`src/rtl/fp32_add_pipe_if.sv`:
```
// Operand/result bundle for the FP32 adder pipeline.
// The upstream stage drives operands; the adder drives the sum.
interface fp32_add_pipe_if;
    logic        valid_i;
    logic [31:0] a_i;
    logic [31:0] b_i;
    logic        valid_o;
    logic [31:0] sum_o;

    modport master (output valid_i, output a_i, output b_i, input valid_o, input sum_o);
    modport slave  (input valid_i, input a_i, input b_i, output valid_o, output sum_o);
endinterface

```
`src/rtl/fp32_add_pipe.sv`:
```
// Four-stage FP32 adder: unpack/compare, align, add/sub, normalize/pack.
// Flush-to-zero, truncation rounding, falling-edge clock, no stall path.
module fp32_add_pipe #(
    parameter int LATENCY  = 4,
    parameter int EXP_BIAS = 127
) (
    input  logic           clkn_i,
    input  logic           rst_i,
    fp32_add_pipe_if.slave bus
);

    localparam logic [31:0] QNAN = 32'h7FC0_0000;

    generate
        if (LATENCY != 4 || EXP_BIAS != 127) begin : g_bad_param
            $error("fp32_add_pipe: only LATENCY=4 and EXP_BIAS=127 are supported");
        end
    endgenerate

    function automatic logic [4:0] lzc27(input logic [26:0] v);
        logic [4:0] n;
        logic       found;
        n     = 5'd0;
        found = 1'b0;
        for (int i = 26; i >= 0; i--) begin
            if (!found && v[i]) begin
                found = 1'b1;
            end else if (!found) begin
                n = n + 5'd1;
            end else begin
                n = n;
            end
        end
        return n;
    endfunction

    // Stage 1 registers
    logic        v1_q, v1_d, byp1_q, byp1_d, sign1_q, sign1_d, sub1_q, sub1_d;
    logic [31:0] bypv1_q, bypv1_d;
    logic [7:0]  exp1_q, exp1_d, d1_q, d1_d;
    logic [23:0] sigb1_q, sigb1_d, sigs1_q, sigs1_d;
    // Stage 2 registers
    logic        v2_q, v2_d, byp2_q, byp2_d, sign2_q, sign2_d, sub2_q, sub2_d;
    logic [31:0] bypv2_q, bypv2_d;
    logic [7:0]  exp2_q, exp2_d;
    logic [23:0] sigb2_q, sigb2_d;
    logic [26:0] small2_q, small2_d;
    // Stage 3 registers
    logic        v3_q, v3_d, byp3_q, byp3_d, sign3_q, sign3_d;
    logic [31:0] bypv3_q, bypv3_d;
    logic [7:0]  exp3_q, exp3_d;
    logic [27:0] sum3_q, sum3_d;
    // Output registers
    logic        valid_q, valid_d;
    logic [31:0] sum_q, sum_d;

    logic [7:0]        a_exp_s, b_exp_s;
    logic              a_zero_s, b_zero_s, spec_s, a_big_s;
    logic [4:0]        lzc_s;
    logic [26:0]       norm_sh_s;
    logic [22:0]       frac_s;
    logic signed [9:0] exp_n_s;
    logic [31:0]       res_s;
    logic              unused_s;

    assign a_exp_s  = bus.a_i[30:23];
    assign b_exp_s  = bus.b_i[30:23];
    assign a_zero_s = (a_exp_s == 8'd0);
    assign b_zero_s = (b_exp_s == 8'd0);
    assign spec_s   = (a_exp_s == 8'hFF) || (b_exp_s == 8'hFF);
    assign a_big_s  = (bus.a_i[30:0] >= bus.b_i[30:0]);

    // Stage 1: classify operands, resolve zero/special results early, order by magnitude
    always_comb begin
        v1_d   = bus.valid_i;
        byp1_d = spec_s | a_zero_s | b_zero_s;
        sub1_d = bus.a_i[31] ^ bus.b_i[31];
        if (spec_s) begin
            bypv1_d = QNAN;
        end else if (a_zero_s && b_zero_s) begin
            bypv1_d = 32'h0000_0000;
        end else if (a_zero_s) begin
            bypv1_d = bus.b_i;
        end else if (b_zero_s) begin
            bypv1_d = bus.a_i;
        end else begin
            bypv1_d = 32'h0000_0000;
        end
        if (a_big_s) begin
            sign1_d = bus.a_i[31];
            exp1_d  = a_exp_s;
            sigb1_d = {1'b1, bus.a_i[22:0]};
            sigs1_d = {1'b1, bus.b_i[22:0]};
            d1_d    = a_exp_s - b_exp_s;
        end else begin
            sign1_d = bus.b_i[31];
            exp1_d  = b_exp_s;
            sigb1_d = {1'b1, bus.b_i[22:0]};
            sigs1_d = {1'b1, bus.a_i[22:0]};
            d1_d    = b_exp_s - a_exp_s;
        end
    end

    // Stage 2: align the smaller significand into 24+3 guard bits, no sticky
    always_comb begin
        v2_d    = v1_q;
        byp2_d  = byp1_q;
        bypv2_d = bypv1_q;
        sign2_d = sign1_q;
        sub2_d  = sub1_q;
        exp2_d  = exp1_q;
        sigb2_d = sigb1_q;
        if (d1_q >= 8'd27) begin
            small2_d = 27'd0;
        end else begin
            small2_d = {sigs1_q, 3'b000} >> d1_q;
        end
    end

    // Stage 3: magnitude add or subtract; big >= small so the difference is never negative
    always_comb begin
        v3_d    = v2_q;
        byp3_d  = byp2_q;
        bypv3_d = bypv2_q;
        sign3_d = sign2_q;
        exp3_d  = exp2_q;
        if (sub2_q) begin
            sum3_d = {1'b0, sigb2_q, 3'b000} - {1'b0, small2_q};
        end else begin
            sum3_d = {1'b0, sigb2_q, 3'b000} + {1'b0, small2_q};
        end
    end

    assign lzc_s     = lzc27(sum3_q[26:0]);
    assign norm_sh_s = sum3_q[26:0] << lzc_s;
    assign unused_s  = ^{norm_sh_s[26], norm_sh_s[2:0]};

    // Stage 4: normalize, truncate, and apply the result priority rules
    always_comb begin
        frac_s  = 23'd0;
        exp_n_s = 10'sd0;
        if (sum3_q[27]) begin
            frac_s  = sum3_q[26:4];
            exp_n_s = $signed({2'b00, exp3_q}) + 10'sd1;
        end else begin
            frac_s  = norm_sh_s[25:3];
            exp_n_s = $signed({2'b00, exp3_q}) - $signed({5'b00000, lzc_s});
        end
        if (byp3_q) begin
            res_s = bypv3_q;
        end else if (sum3_q == 28'd0) begin
            res_s = 32'h0000_0000;
        end else if (exp_n_s >= 10'sd255) begin
            res_s = {sign3_q, 8'hFF, 23'd0};
        end else if (exp_n_s <= 10'sd0) begin
            res_s = 32'h0000_0000;
        end else begin
            res_s = {sign3_q, exp_n_s[7:0], frac_s};
        end
        valid_d = v3_q;
        if (v3_q) begin
            sum_d = res_s;
        end else begin
            sum_d = sum_q;
        end
    end

    // Pipeline registers; reset discards every in-flight operation
    always_ff @(negedge clkn_i or posedge rst_i) begin
        if (rst_i) begin
            v1_q <= 1'b0; byp1_q <= 1'b0; sign1_q <= 1'b0; sub1_q <= 1'b0;
            bypv1_q <= 32'd0; exp1_q <= 8'd0; d1_q <= 8'd0; sigb1_q <= 24'd0; sigs1_q <= 24'd0;
            v2_q <= 1'b0; byp2_q <= 1'b0; sign2_q <= 1'b0; sub2_q <= 1'b0;
            bypv2_q <= 32'd0; exp2_q <= 8'd0; sigb2_q <= 24'd0; small2_q <= 27'd0;
            v3_q <= 1'b0; byp3_q <= 1'b0; sign3_q <= 1'b0;
            bypv3_q <= 32'd0; exp3_q <= 8'd0; sum3_q <= 28'd0;
            valid_q <= 1'b0; sum_q <= 32'd0;
        end else begin
            v1_q <= v1_d; byp1_q <= byp1_d; sign1_q <= sign1_d; sub1_q <= sub1_d;
            bypv1_q <= bypv1_d; exp1_q <= exp1_d; d1_q <= d1_d; sigb1_q <= sigb1_d; sigs1_q <= sigs1_d;
            v2_q <= v2_d; byp2_q <= byp2_d; sign2_q <= sign2_d; sub2_q <= sub2_d;
            bypv2_q <= bypv2_d; exp2_q <= exp2_d; sigb2_q <= sigb2_d; small2_q <= small2_d;
            v3_q <= v3_d; byp3_q <= byp3_d; sign3_q <= sign3_d;
            bypv3_q <= bypv3_d; exp3_q <= exp3_d; sum3_q <= sum3_d;
            valid_q <= valid_d; sum_q <= sum_d;
        end
    end

    assign bus.valid_o = valid_q;
    assign bus.sum_o   = sum_q;

endmodule

```
`src/flat_wrapper.sv`:
```
// flat-port wrapper written by rule: the top's interface ports become plain ports
module fp32_add_pipe_flat 
#(
    parameter int LATENCY  = 4,
    parameter int EXP_BIAS = 127
)
  (clkn_i, rst_i, bus_valid_i, bus_a_i, bus_b_i, bus_valid_o, bus_sum_o);
  fp32_add_pipe_if bus_i ();
  input  logic clkn_i;
  input  logic rst_i;
  input wire logic [$bits(bus_i.valid_i)-1:0] bus_valid_i;
  input wire logic [$bits(bus_i.a_i)-1:0] bus_a_i;
  input wire logic [$bits(bus_i.b_i)-1:0] bus_b_i;
  output wire logic [$bits(bus_i.valid_o)-1:0] bus_valid_o;
  output wire logic [$bits(bus_i.sum_o)-1:0] bus_sum_o;
  assign bus_i.valid_i = bus_valid_i;
  assign bus_i.a_i = bus_a_i;
  assign bus_i.b_i = bus_b_i;
  assign bus_valid_o = bus_i.valid_o;
  assign bus_sum_o = bus_i.sum_o;
  fp32_add_pipe #(.LATENCY(LATENCY), .EXP_BIAS(EXP_BIAS)) u_core (.clkn_i(clkn_i), .rst_i(rst_i), .bus(bus_i));
endmodule
```
`config.mk`:
```
export PLATFORM = sky130hd
export DESIGN_NAME = fp32_add_pipe_flat
export DESIGN_NICKNAME = d
export VERILOG_FILES = /design/src/rtl/fp32_add_pipe_if.sv /design/src/rtl/fp32_add_pipe.sv /design/src/flat_wrapper.sv
export SDC_FILE = /design/constraint.sdc
export NUM_CORES = 1
export LEC_CHECK = 0
export BUFFER_PORTS_ARGS = -buffer_cell sky130_fd_sc_hd__clkbuf_2
export CELL_PAD_IN_SITES_DETAIL_PLACEMENT = 0
export CELL_PAD_IN_SITES_GLOBAL_PLACEMENT = 1
export CORE_MARGIN = 1.5
export CORE_UTILIZATION = 44
export DETAILED_ROUTE_END_ITERATION = 8
export PLACE_DENSITY_LB_ADDON = 0.15
export SYNTH_ARGS = -nofsm -noshare
export SYNTH_HDL_FRONTEND = slang
export SYNTH_SLANG_ARGS = --single-unit
```
`constraint.sdc`:
```
create_clock -name clkn_i -period 17.7 [get_ports clkn_i]
set_input_delay 2.655 -clock clkn_i [delete_from_list [all_inputs] [get_ports clkn_i]]
set_output_delay 2.655 -clock clkn_i [all_outputs]
set_load 0.005 [all_outputs]
```
==> flow_metrics.py, run 1 <==
metrics = {
    "outcome": {
        "status": "complete, no violations",
    },
    "setup_path": {
        "timing.rr.end": "u_core.bus.sum_o[8]$_DFFE_NP0P_",
        "path_buf_inv": 14,
        "crit_path_start_kind": "flip-flop",
        "r2r_cells": 103,
        "critical_path_depth": 103,
        "cp.required_ns": 26.95,
        "crit_top_cell": "ha_1",
        "worst-path-max-fanout": 5,
        "crit_type": "flip-flop to flip-flop",
        "reg2reg_slack_ns": 0.17,
        "crit_end": "u_core.bus.sum_o[8]$_DFFE_NP0P_",
        "crit_start": "u_core.sum3_q[25]$_DFF_NP0_",
        "worstPathArrival_ns": 26.78,
        "r2r-start": "u_core.sum3_q[25]$_DFF_NP0_",
        "end_kind": "flip-flop",
        "critPathSlowestCell": "xnor3_2",
        "slowest_delay_ns": 0.50,
        "cp_top_family": "adder cells",
    },
    "yosys": {
        "synth.top_cell.area_share_pct": 38.4,
        "syn_inst": 2071,
        "synthAdderAreaFrac_pct": 7.94,
        "post_synth.cell_area_avg_um2": 9.38,
        "syn_nets": 2259,
        "synth_mux_area_share_pct": 10.1,
        "synthArstFlopShare_pct": 100,
        "synth_top_area_cell": "dfrtn_1",
        "synth_simple_gate_area_share_pct": 16.7,
        "synth_common_cells": "dfrtn_1 (298), nand2_1 (180), nor2_1 (180)",
        "synth_compound_area_share_pct": 17.2,
        "yosys.area_share.xor_xnor_pct": 4.57,
        "syn_area_um2": 19400,
        "synthFlopType": "dfrtn_1",
        "synth_edf_count": 0,
        "synth.distinct_cells": 109,
        "ys_seq_area_share_pct": 38.4,
        "ys.warnings.count": 0,
        "yosys-top-cells-area": "dfrtn_1 (38%), ha_1 (7.5%), mux2i_1 (4.4%), nand2_1 (3.5%), nor2_1 (3.5%)",
        "ys_ff_latch": 298,
        "yosysMostFrequentCell": "dfrtn_1",
        "synth_top_family_by_area": "compound AO/OA/AOI/OAI gates",
    },
    "sta": {
        "hold_ws_ns": 0.285,
        "worst_slack_ns": 0.174,
        "period_minus_slack_ns": 17.53,
        "grt_setup_unrepaired": "yes",
        "setup_tns_ns": 0,
        "relSlewSlack_pct": 21.1,
        "fin_crit_sh_pct": 99.0,
        "setup_viol_count_final": 0,
        "final.setup_skew_ns": 0.0113,
        "drv_slew": 0,
        "max_freq_ghz": 0.0571,
        "hold_viol_final": 0,
        "worstMarginPinSlew_ns": 1.18,
    },
    "pwr": {
        "p_sw_mw": 0.930,
        "seqPwrFrac_pct": 35.7,
        "p_comb_share_pct": 38.7,
        "swShare_pct": 36.8,
        "p_leak_nw": 10.0,
        "power_mw": 2.53,
        "clockPowerShare_pct": 25.6,
        "p_int_mw": 1.60,
        "ir_drop_uv": 75.9,
        "p_per_area_nw_per_um2": 113,
    },
    "place": {
        "dpl.hpwl_um": 42400,
        "io_buffers": 99,
        "place_ws_ns": -0.621,
        "place_inst": 2701,
        "gp_congestion": 0.908,
    },
    "floorplanning": {
        "die_area_um2": 45400,
        "rows": 76,
        "fp.dieH_um": 213,
        "die_w_um": 213,
        "pin_count": 100,
        "coreArea_um2": 43400,
        "start_util_pct": 44.8,
    },
    "drt": {
        "drc": 0,
        "drt_first_iter_violations": 1213,
        "avgRoutedWirePerCell_um": 19.8,
        "vias": 15700,
        "wl_um": 55200,
        "drtAntennaViolNets": 0,
        "vias_per_cell": 5.64,
        "dr.pass1.iters": 5,
    },
    "final_layout": {
        "instances_no_fill": 2786,
        "n_antenna_cell": 0,
        "drive_above_1_share_pct": 20.9,
        "nNetsFinal": 2367,
        "area_delta_synth_final_pct": 15.6,
    },
    "clocking": {
        "clock-root-buffer": "clkbuf_16",
        "path_clk_slew_ns": 0.05,
        "htree_num_levels": 1,
        "clock_sinks": 298,
        "numCtsBuffers": 31,
        "clockBufferDepth": 3,
        "clk_latency_ns": 0.56,
        "cts_tree": "done",
    },
    "global_route": {
        "first_global_vias": 15000,
        "grt_overflow_total": 0,
        "grt_usage_pct": 24.3,
        "grt_pass1_wl_um": 85800,
        "grt_max_degree": 138,
        "antenna_found_initial": 1,
    },
    "min_path": {
        "hold_path.class": "flip-flop to flip-flop",
    },
    "flow_run": {
        "maxCapViolations": 0,
    },
}
==> cells by family (layout without fill, tap and decap cells) <==
logic type,after synthesis,count (layout)
fa+ha+maj,121,121
mux,160,160
flops,298,298
compound gates,509,509
xor+xnor,81,81
simple gates,657,657
buf+inv,244,374
other cells,1,1
==> worst min-delay path by stage <==
stage          cells after the start                         start                            to  slack, ns
5_1_grt                            0  u_core.sigb1_q[20]$_DFF_NP0_  u_core.sigb2_q[20]$_DFF_NP0_       0.29
3_5_place_dp                       0  u_core.bypv1_q[28]$_DFF_NP0_  u_core.bypv2_q[28]$_DFF_NP0_       0.30
3_3_place_gp                       0  u_core.bypv1_q[25]$_DFF_NP0_  u_core.bypv2_q[25]$_DFF_NP0_       0.29
2_1_floorplan                      0       u_core.byp1_q$_DFF_NP0_       u_core.byp2_q$_DFF_NP0_       0.29
4_1_cts                            0       u_core.sub1_q$_DFF_NP0_       u_core.sub2_q$_DFF_NP0_       0.29
6_report                           0       u_core.sub1_q$_DFF_NP0_       u_core.sub2_q$_DFF_NP0_       0.29
==> final cells by class <==
type / count / area, um^2
Timing Repair Buffer: 190 / 1240
Fill cell: 3997 / 20900
Sequential cell: 298 / 7460
Inverter: 129 / 490
Clock inverter: 17 / 185
Tap cell: 585 / 732
Multi-Input combinational cell: 1529 / 11500
Clock buffer: 38 / 832
==> routing by layer <==
| layer | track usage (%) | wire length (um) | vias to the layer above | part of all wire, % |
|---|---|---|---|---|
| li1 | - | - | 7590 | - |
| met1 | 34.3 | 25700 | 7638 | 47 |
| met2 | 40.2 | 26000 | 422 | 47 |
| met3 | 2.35 | 2150 | 74 | 3.9 |
| met4 | 6.27 | 1310 | 0 | 2.4 |
| met5 | 0 | 0 | - | 0 |
==> worst register-to-register path: cells and delay by family, from the launching register on <==
kind,cells,cell delay [ns]
adder cells (fa/ha/maj),22,5.95
buffers and inverters,14,1.47
AND/OR/NAND/NOR,23,2.55
XOR/XNOR,3,0.82
flip-flops,1,0.47
multiplexers,15,2.68
AO/OA/AOI/OAI,26,3.51
==> what timing repair did <==
| action | in CTS | in global routing |
|---|---|---|
| gates resized for setup | 19 | 83 |
| pin swaps | 35 | 67 |
| hold buffers | 0 | 0 |
| buffers inserted | 20 | 11 |
| endpoints found under the setup margin | 30 | 32 |
==> flip-flops by register name, indices dropped and copies added, names as in the netlist, 8 cells and up <==
signal            cells
u_core.bypv3_q       32
u_core.d1_q           8
u_core.exp1_q         8
u_core.bypv2_q       32
u_core.small2_q      27
u_core.sum3_q        28
u_core.bypv1_q       32
u_core.sigb2_q       24
u_core.sigs1_q       23
u_core.exp2_q         8
u_core.exp3_q         8
u_core.bus.sum_o     32
u_core.sigb1_q       24
==> power by group through the flow <==
stage	logic [mW]	registers, mW	clock network (mW)
after floorplan	0.645	0.824	0
after global placement	0.849	0.907	0
after detailed placement	0.859	0.907	0
after CTS	0.909	0.896	0.662
after global routing	1.07	0.909	0.692
final	0.980	0.902	0.647
==> through the flow <==
step / utilization (%) / instance area, um^2
after global routing: 51.8 / 22500
final: 51.8 / 22500
after floorplan: - / 19500
after detailed placement: 47.8 / 20700
after CTS: 50.6 / 22000
after global placement: 47.8 / 20700
==> layout by cell type, fill, tap and decap left out, types with 31 or more instances in the layout <==
master       n
nor2b_1     33
xnor2_1     44
a21oi_1    121
buf_4       86
nor3_1      37
nand2_1    171
inv_1      124
nand3_1     57
ha_1       106
o21ai_0    116
clkbuf_2    99
mux2_2      42
clkbuf_16   31
dfrtn_1    298
nor2_1     178
mux2i_1     85
(Power assumes the default switching activity.)
==> inputs of run 2 (changes only) <==
--- a/config.mk
+++ b/config.mk
@@ -8,7 +8,6 @@
 export BUFFER_PORTS_ARGS = -buffer_cell sky130_fd_sc_hd__clkbuf_2
-export CELL_PAD_IN_SITES_DETAIL_PLACEMENT = 0
-export CELL_PAD_IN_SITES_GLOBAL_PLACEMENT = 1
 export CORE_MARGIN = 1.5
-export CORE_UTILIZATION = 44
+export CORE_UTILIZATION = 57
 export DETAILED_ROUTE_END_ITERATION = 8
+export GPL_ROUTABILITY_DRIVEN = 0
 export PLACE_DENSITY_LB_ADDON = 0.15
--- a/constraint.sdc
+++ b/constraint.sdc
@@ -3,2 +3,2 @@
 set_output_delay 2.655 -clock clkn_i [all_outputs]
-set_load 0.005 [all_outputs]
+set_load 0.1 [all_outputs]
==> run 2 against run 1 <==
Effect of this change:
- the flow now finishes with violations (negative setup slack)
- final cell count down 4.9%
- first-iteration DRC count grew 6.3%
- sequential share of layout area is 0.36 points higher
- clock skew grew 0.0066 ns
- power increased by 7.8%
- sequential power about the same
- die area decreased by 23%
- worst hold slack improved by 0.0067 ns
- fmax is 3.8% lower
- global-route usage up 5.2 points
- core utilization rose by 14 points
- critical endpoint is now u_core.bus.sum_o[3]$_DFFE_NP0P_
- largest cell class unchanged
==> flow_metrics.py, run 2 (same netlist as run 1, synthesis figures left out) <==
metrics = {
    "outcome": {
        "status": "finished, violations left",
        "violations": "negative setup slack",
    },
    "sta": {
        "setup_tns_ns": -12.86,
        "final.setup_skew_ns": 0.0179,
        "relSlewSlack_pct": 20.8,
        "worst_slack_ns": -0.512,
        "max_freq_ghz": 0.0549,
        "period_minus_slack_ns": 18.21,
        "drv_slew": 0,
        "grt_setup_unrepaired": "yes",
        "fin_crit_sh_pct": 103,
        "hold_viol_final": 0,
        "worstMarginPinSlew_ns": 1.19,
        "hold_ws_ns": 0.292,
        "setup_viol_count_final": 30,
    },
    "setup_path": {
        "worst-path-max-fanout": 7,
        "slowest_delay_ns": 0.49,
        "crit_type": "flip-flop to flip-flop",
        "r2r_cells": 109,
        "reg2reg_slack_ns": -0.51,
        "crit_top_cell": "buf_4",
        "worstPathArrival_ns": 27.39,
        "critPathSlowestCell": "dfrtn_1",
        "end_kind": "flip-flop",
        "cp.required_ns": 26.88,
        "crit_path_start_kind": "flip-flop",
        "r2r-start": "u_core.sum3_q[26]$_DFF_NP0_",
        "timing.rr.end": "u_core.bus.sum_o[3]$_DFFE_NP0P_",
    },
    "drt": {
        "wl_um": 52400,
        "dr.pass1.iters": 6,
        "vias_per_cell": 6.09,
        "wl_met3_um": 2800,
        "drtAntennaViolNets": 0,
        "m1WireLength_um": 22500,
        "avgRoutedWirePerCell_um": 19.8,
        "vias": 16100,
        "highest_layer": "met4",
        "drc": 0,
        "route.met2.wl_um": 25200,
        "drt_first_iter_violations": 1289,
    },
    "floorplanning": {
        "fp.dieH_um": 188,
        "rows": 67,
        "die_w_um": 188,
        "coreArea_um2": 33500,
        "pin_count": 100,
        "die_area_um2": 35200,
        "start_util_pct": 58.0,
    },
    "final_layout": {
        "n_antenna_cell": 0,
        "area_delta_synth_final_pct": 14.3,
        "fin_util_pct": 66.3,
        "drive_above_1_share_pct": 20.5,
        "nNetsFinal": 2368,
        "layout_commonest_cell": "dfrtn_1",
        "layout_common_cells": "dfrtn_1 (298), nor2_1 (177), nand2_1 (172), inv_1 (123), a21oi_1 (120)",
        "fill_cells": 2659,
    },
    "global_route": {
        "grt_pass1_wl_um": 83200,
        "antenna_found_initial": 0,
        "grt_usage_pct": 29.6,
        "first_global_vias": 15700,
        "grt_overflow_total": 0,
        "grt_max_degree": 111,
    },
    "clocking": {
        "clock-root-buffer": "clkbuf_16",
        "clockBufferDepth": 3,
        "cts_tree": "done",
        "htree_num_levels": 1,
        "clk_latency_ns": 0.55,
        "path_clk_slew_ns": 0.05,
        "numCtsBuffers": 30,
        "clock_sinks": 298,
    },
    "place": {
        "dpl.hpwl_um": 38600,
        "io_buffers": 99,
    },
    "pwr": {
        "ir_drop_uv": 110,
        "p_leak_nw": 10.0,
        "p_per_area_nw_per_um2": 123,
    },
    "min_path": {
        "hold_end": "u_core.bypv3_q[6]$_DFF_NP0_",
        "min_path_cells": 0,
        "hold_start": "u_core.bypv2_q[6]$_DFF_NP0_",
        "hold_path.class": "flip-flop to flip-flop",
    },
    "flow_run": {
        "maxCapViolations": 0,
    },
}
==> run 2: timing repair <==
item / CTS / global route
resized for setup: 40 / 52
setup buffers: 33 / 12
pin swaps: 47 / 66
hold buffers: 0 / 0
endpoints found under the setup margin: 32 / 32
==> run 2: how the worst max path moves through the flow <==
stage                                      startpoint                               end  depth (start not counted)
after floorplan           u_core.sum3_q[26]$_DFF_NP0_  u_core.bus.sum_o[21]$_DFFE_NP0P_                        106
after global placement    u_core.sum3_q[25]$_DFF_NP0_  u_core.bus.sum_o[11]$_DFFE_NP0P_                        103
after detailed placement  u_core.sum3_q[25]$_DFF_NP0_  u_core.bus.sum_o[12]$_DFFE_NP0P_                        103
after CTS                 u_core.sum3_q[26]$_DFF_NP0_  u_core.bus.sum_o[24]$_DFFE_NP0P_                        101
after global routing      u_core.sum3_q[26]$_DFF_NP0_   u_core.bus.sum_o[3]$_DFFE_NP0P_                        102
final                     u_core.sum3_q[26]$_DFF_NP0_   u_core.bus.sum_o[3]$_DFFE_NP0P_                        109
==> run 2: critical path, delay by kind of cell, from the launching register on <==
kind	cells	cell delay (ns)
adders and majority gates	22	6.22
and+or+nand+nor	23	2.64
muxes	14	2.08
xor gates and xnor gates	3	0.80
DFF	1	0.49
buffers and inverters	19	2.01
AOI/OAI and AO/OA	28	3.73
==> run 2: where the power goes <==
group / internal [mW] / leakage, nW / switching (mW)
registers: 0.768 / 3.78 / 0.135
logic: 0.453 / 5.71 / 0.706
clock network: 0.403 / 0.513 / 0.262
total: 1.62 / 10.0 / 1.10
==> run 2: routing by layer <==
layer,global-route usage [%],vias to the layer above
met5,0,-
met4,9.66,0
met3,3.01,133
met2,50.2,589
met1,39.8,7821
li1,-,7592
==> run 2: area by class of cell <==
cell class              instances  area [um^2]  share of cell area, %
inverters                     129          493                   2.22
multi-input cells            1529        11500                   51.6
well taps                     448          561                   2.52
flip-flops and latches        298         7460                   33.6
clock buffers                  42          877                   3.95
repair buffers                192         1210                   5.43
clock inverters                11          169                  0.760
==> run 2: stage by stage <==
step	area [um^2]	total power [mW]	cells	setup WS [ns]
6_report	22200	2.73	2649	-0.512
5_1_grt	22200	2.86	2649	-1.46
4_1_cts	21900	2.66	2637	0.0360
3_5_place_dp	20400	1.92	2551	-0.740
3_3_place_gp	20400	1.90	2551	0.115
2_1_floorplan	19500	1.66	2071	0.00628
==> inputs of run 3 (changes only) <==
GPL_TIMING_DRIVEN = 0   (was unset)
==> run 3 against run 2 <==
Effect of this change:
- the flow finishes with violations (design-rule violations, negative setup slack)
- cell area increased by 2.7%
- clock power increased by 14%
- global-route usage increased by 2.5 points
- power increased by 4.4%
- via count increased by 5.0%
- fmax increased by 1.5%
- critical endpoint is now u_core.bus.sum_o[8]$_DFFE_NP0P_
==> flow_metrics.py, run 3 (same netlist as run 1, synthesis figures left out) <==
metrics = {
    "outcome": {
        "status": "finished, violations left",
        "violations": "design-rule violations, negative setup slack",
    },
    "final_layout": {
        "drive_above_1_share_pct": 19.7,
        "multiInputGateArea_um2": 11500,
        "layout_common_cells": "dfrtn_1 (298), nor2_1 (178), nand2_1 (171), inv_1 (123), a21oi_1 (121)",
        "seq_area_um2": 7460,
        "layout_commonest_cell": "dfrtn_1",
        "design_area_um2": 22800,
        "fill_cells": 2568,
        "area_delta_synth_final_pct": 17.4,
        "fin_util_pct": 68.0,
        "nNetsFinal": 2453,
        "n_antenna_cell": 0,
    },
    "clocking": {
        "clock_sinks": 298,
        "numCtsBuffers": 34,
        "htree_num_levels": 2,
        "cts_tree": "done",
        "clockBufferDepth": 3,
        "clk_latency_ns": 0.53,
        "cts_hold_buf": 0,
        "path_clk_slew_ns": 0.05,
        "clock-root-buffer": "clkbuf_16",
    },
    "drt": {
        "drtAntennaViolNets": 0,
        "vias_per_cell": 6.19,
        "vias": 16900,
        "drc": 1,
        "drt_first_iter_violations": 1648,
        "avgRoutedWirePerCell_um": 20.6,
        "wl_um": 56400,
        "dr.pass1.iters": 9,
    },
    "setup_path": {
        "r2r_cells": 102,
        "worst-path-max-fanout": 7,
        "crit_path_start_kind": "flip-flop",
        "worstPathArrival_ns": 27.17,
        "cp.required_ns": 26.92,
        "crit_type": "flip-flop to flip-flop",
        "r2r-start": "u_core.sum3_q[25]$_DFF_NP0_",
        "timing.rr.end": "u_core.bus.sum_o[8]$_DFFE_NP0P_",
        "crit_top_cell": "ha_4",
        "end_kind": "flip-flop",
        "slowest_delay_ns": 0.45,
        "critPathSlowestCell": "or4b_1",
        "reg2reg_slack_ns": -0.25,
    },
    "floorplanning": {
        "pin_count": 100,
        "die_w_um": 188,
        "rows": 67,
        "fp.dieH_um": 188,
        "coreArea_um2": 33500,
        "start_util_pct": 58.0,
        "die_area_um2": 35200,
    },
    "sta": {
        "period_minus_slack_ns": 17.95,
        "fin_crit_sh_pct": 101,
        "hold_viol_final": 0,
        "worst_slack_ns": -0.251,
        "setup_tns_ns": -5.39,
        "relSlewSlack_pct": 41.4,
        "final.setup_skew_ns": 0.0186,
        "drv_slew": 0,
        "max_freq_ghz": 0.0557,
        "grt_setup_unrepaired": "yes",
        "setup_viol_count_final": 29,
        "worstMarginPinSlew_ns": 0.872,
        "hold_ws_ns": 0.279,
    },
    "min_path": {
        "min_path_cells": 0,
        "hold_end": "u_core.bypv2_q[9]$_DFF_NP0_",
        "hold_path.class": "flip-flop to flip-flop",
        "hold_start": "u_core.bypv1_q[9]$_DFF_NP0_",
    },
    "global_route": {
        "first_global_vias": 16700,
        "grt_overflow_total": 0,
        "grt_max_degree": 47,
        "antenna_found_initial": 0,
        "grt_usage_pct": 32.1,
        "grt_pass1_wl_um": 90100,
    },
    "pwr": {
        "swShare_pct": 40.4,
        "p_comb_share_pct": 43.5,
        "seqPwrFrac_pct": 29.8,
        "p_per_area_nw_per_um2": 125,
        "ir_drop_uv": 127,
        "p_sw_mw": 1.15,
        "clockPowerShare_pct": 26.7,
        "p_int_mw": 1.70,
        "p_leak_nw": 10.2,
    },
    "place": {
        "place_ws_ns": -2.79,
        "placed_cell_area_um2": 20700,
        "dpl.hpwl_um": 42000,
        "io_buffers": 99,
    },
    "flow_run": {
        "maxCapViolations": 0,
    },
}
-- run 3: final cells by class --
cell class / count / share of cell area (%)
Multi-Input combinational cell: 1529 / 50.6
Sequential cell: 298 / 32.7
Timing Repair Buffer: 163 / 4.66
Clock buffer: 45 / 4.04
Tap cell: 448 / 2.46
Inverter: 129 / 2.16
Buffer: 110 / 2.09
Clock inverter: 15 / 1.29
-- run 3: worst max-delay path by stage --
stage / start / to / cells past startpoint
floorplan: u_core.sum3_q[26]$_DFF_NP0_ / u_core.bus.sum_o[21]$_DFFE_NP0P_ / 106
finish: u_core.sum3_q[25]$_DFF_NP0_ / u_core.bus.sum_o[8]$_DFFE_NP0P_ / 102
global route: u_core.sum3_q[25]$_DFF_NP0_ / u_core.bus.sum_o[8]$_DFFE_NP0P_ / 103
CTS: u_core.sum3_q[25]$_DFF_NP0_ / u_core.bus.sum_o[22]$_DFFE_NP0P_ / 103
detailed placement: u_core.sum3_q[26]$_DFF_NP0_ / u_core.bus.sum_o[21]$_DFFE_NP0P_ / 105
global placement: u_core.sum3_q[26]$_DFF_NP0_ / u_core.bus.sum_o[21]$_DFFE_NP0P_ / 103
-- run 3: worst max-delay path, delay by kind of cell, from the launching register on --
| family | cells | cell delay, ns |
|---|---|---|
| fa+ha+maj | 25 | 6.90 |
| compound gates | 26 | 3.03 |
| simple gates | 25 | 3.24 |
| buf+inv | 6 | 0.39 |
| flops | 1 | 0.42 |
| xor+xnor | 3 | 0.99 |
| mux | 17 | 2.82 |
-- run 3: repair_timing --
action / 4_1_cts / 5_1_grt
pin swaps: 59 / 48
gates resized for setup: 65 / 49
setup buffers: 43 / 14
setup endpoints to repair: 32 / 32
-- run 3: layer usage --
metal	GRT usage [%]	part of all wire, %	vias to the layer above
met4	13.6	4.8	0
li1	-	-	7751
met1	42.3	41	8148
met3	4.02	6.8	189
met5	0	0	-
met2	53.5	47	855
-- run 3: power groups by stage --
stage,Clock [mW],Sequential [mW],Combinational [mW]
after floorplan,0,1.01,0.645
after global placement,0,0.853,1.04
after detailed placement,0,0.855,1.07
after CTS,0.773,0.845,1.16
after global routing,0.800,0.855,1.32
final,0.761,0.849,1.24
-- run 3: stage by stage --
stage / total power, mW / cells
6_report: 2.85 / 2737
5_1_grt: 2.97 / 2737
4_1_cts: 2.78 / 2724
3_5_place_dp: 1.92 / 2625
3_3_place_gp: 1.90 / 2618
2_1_floorplan: 1.66 / 2071
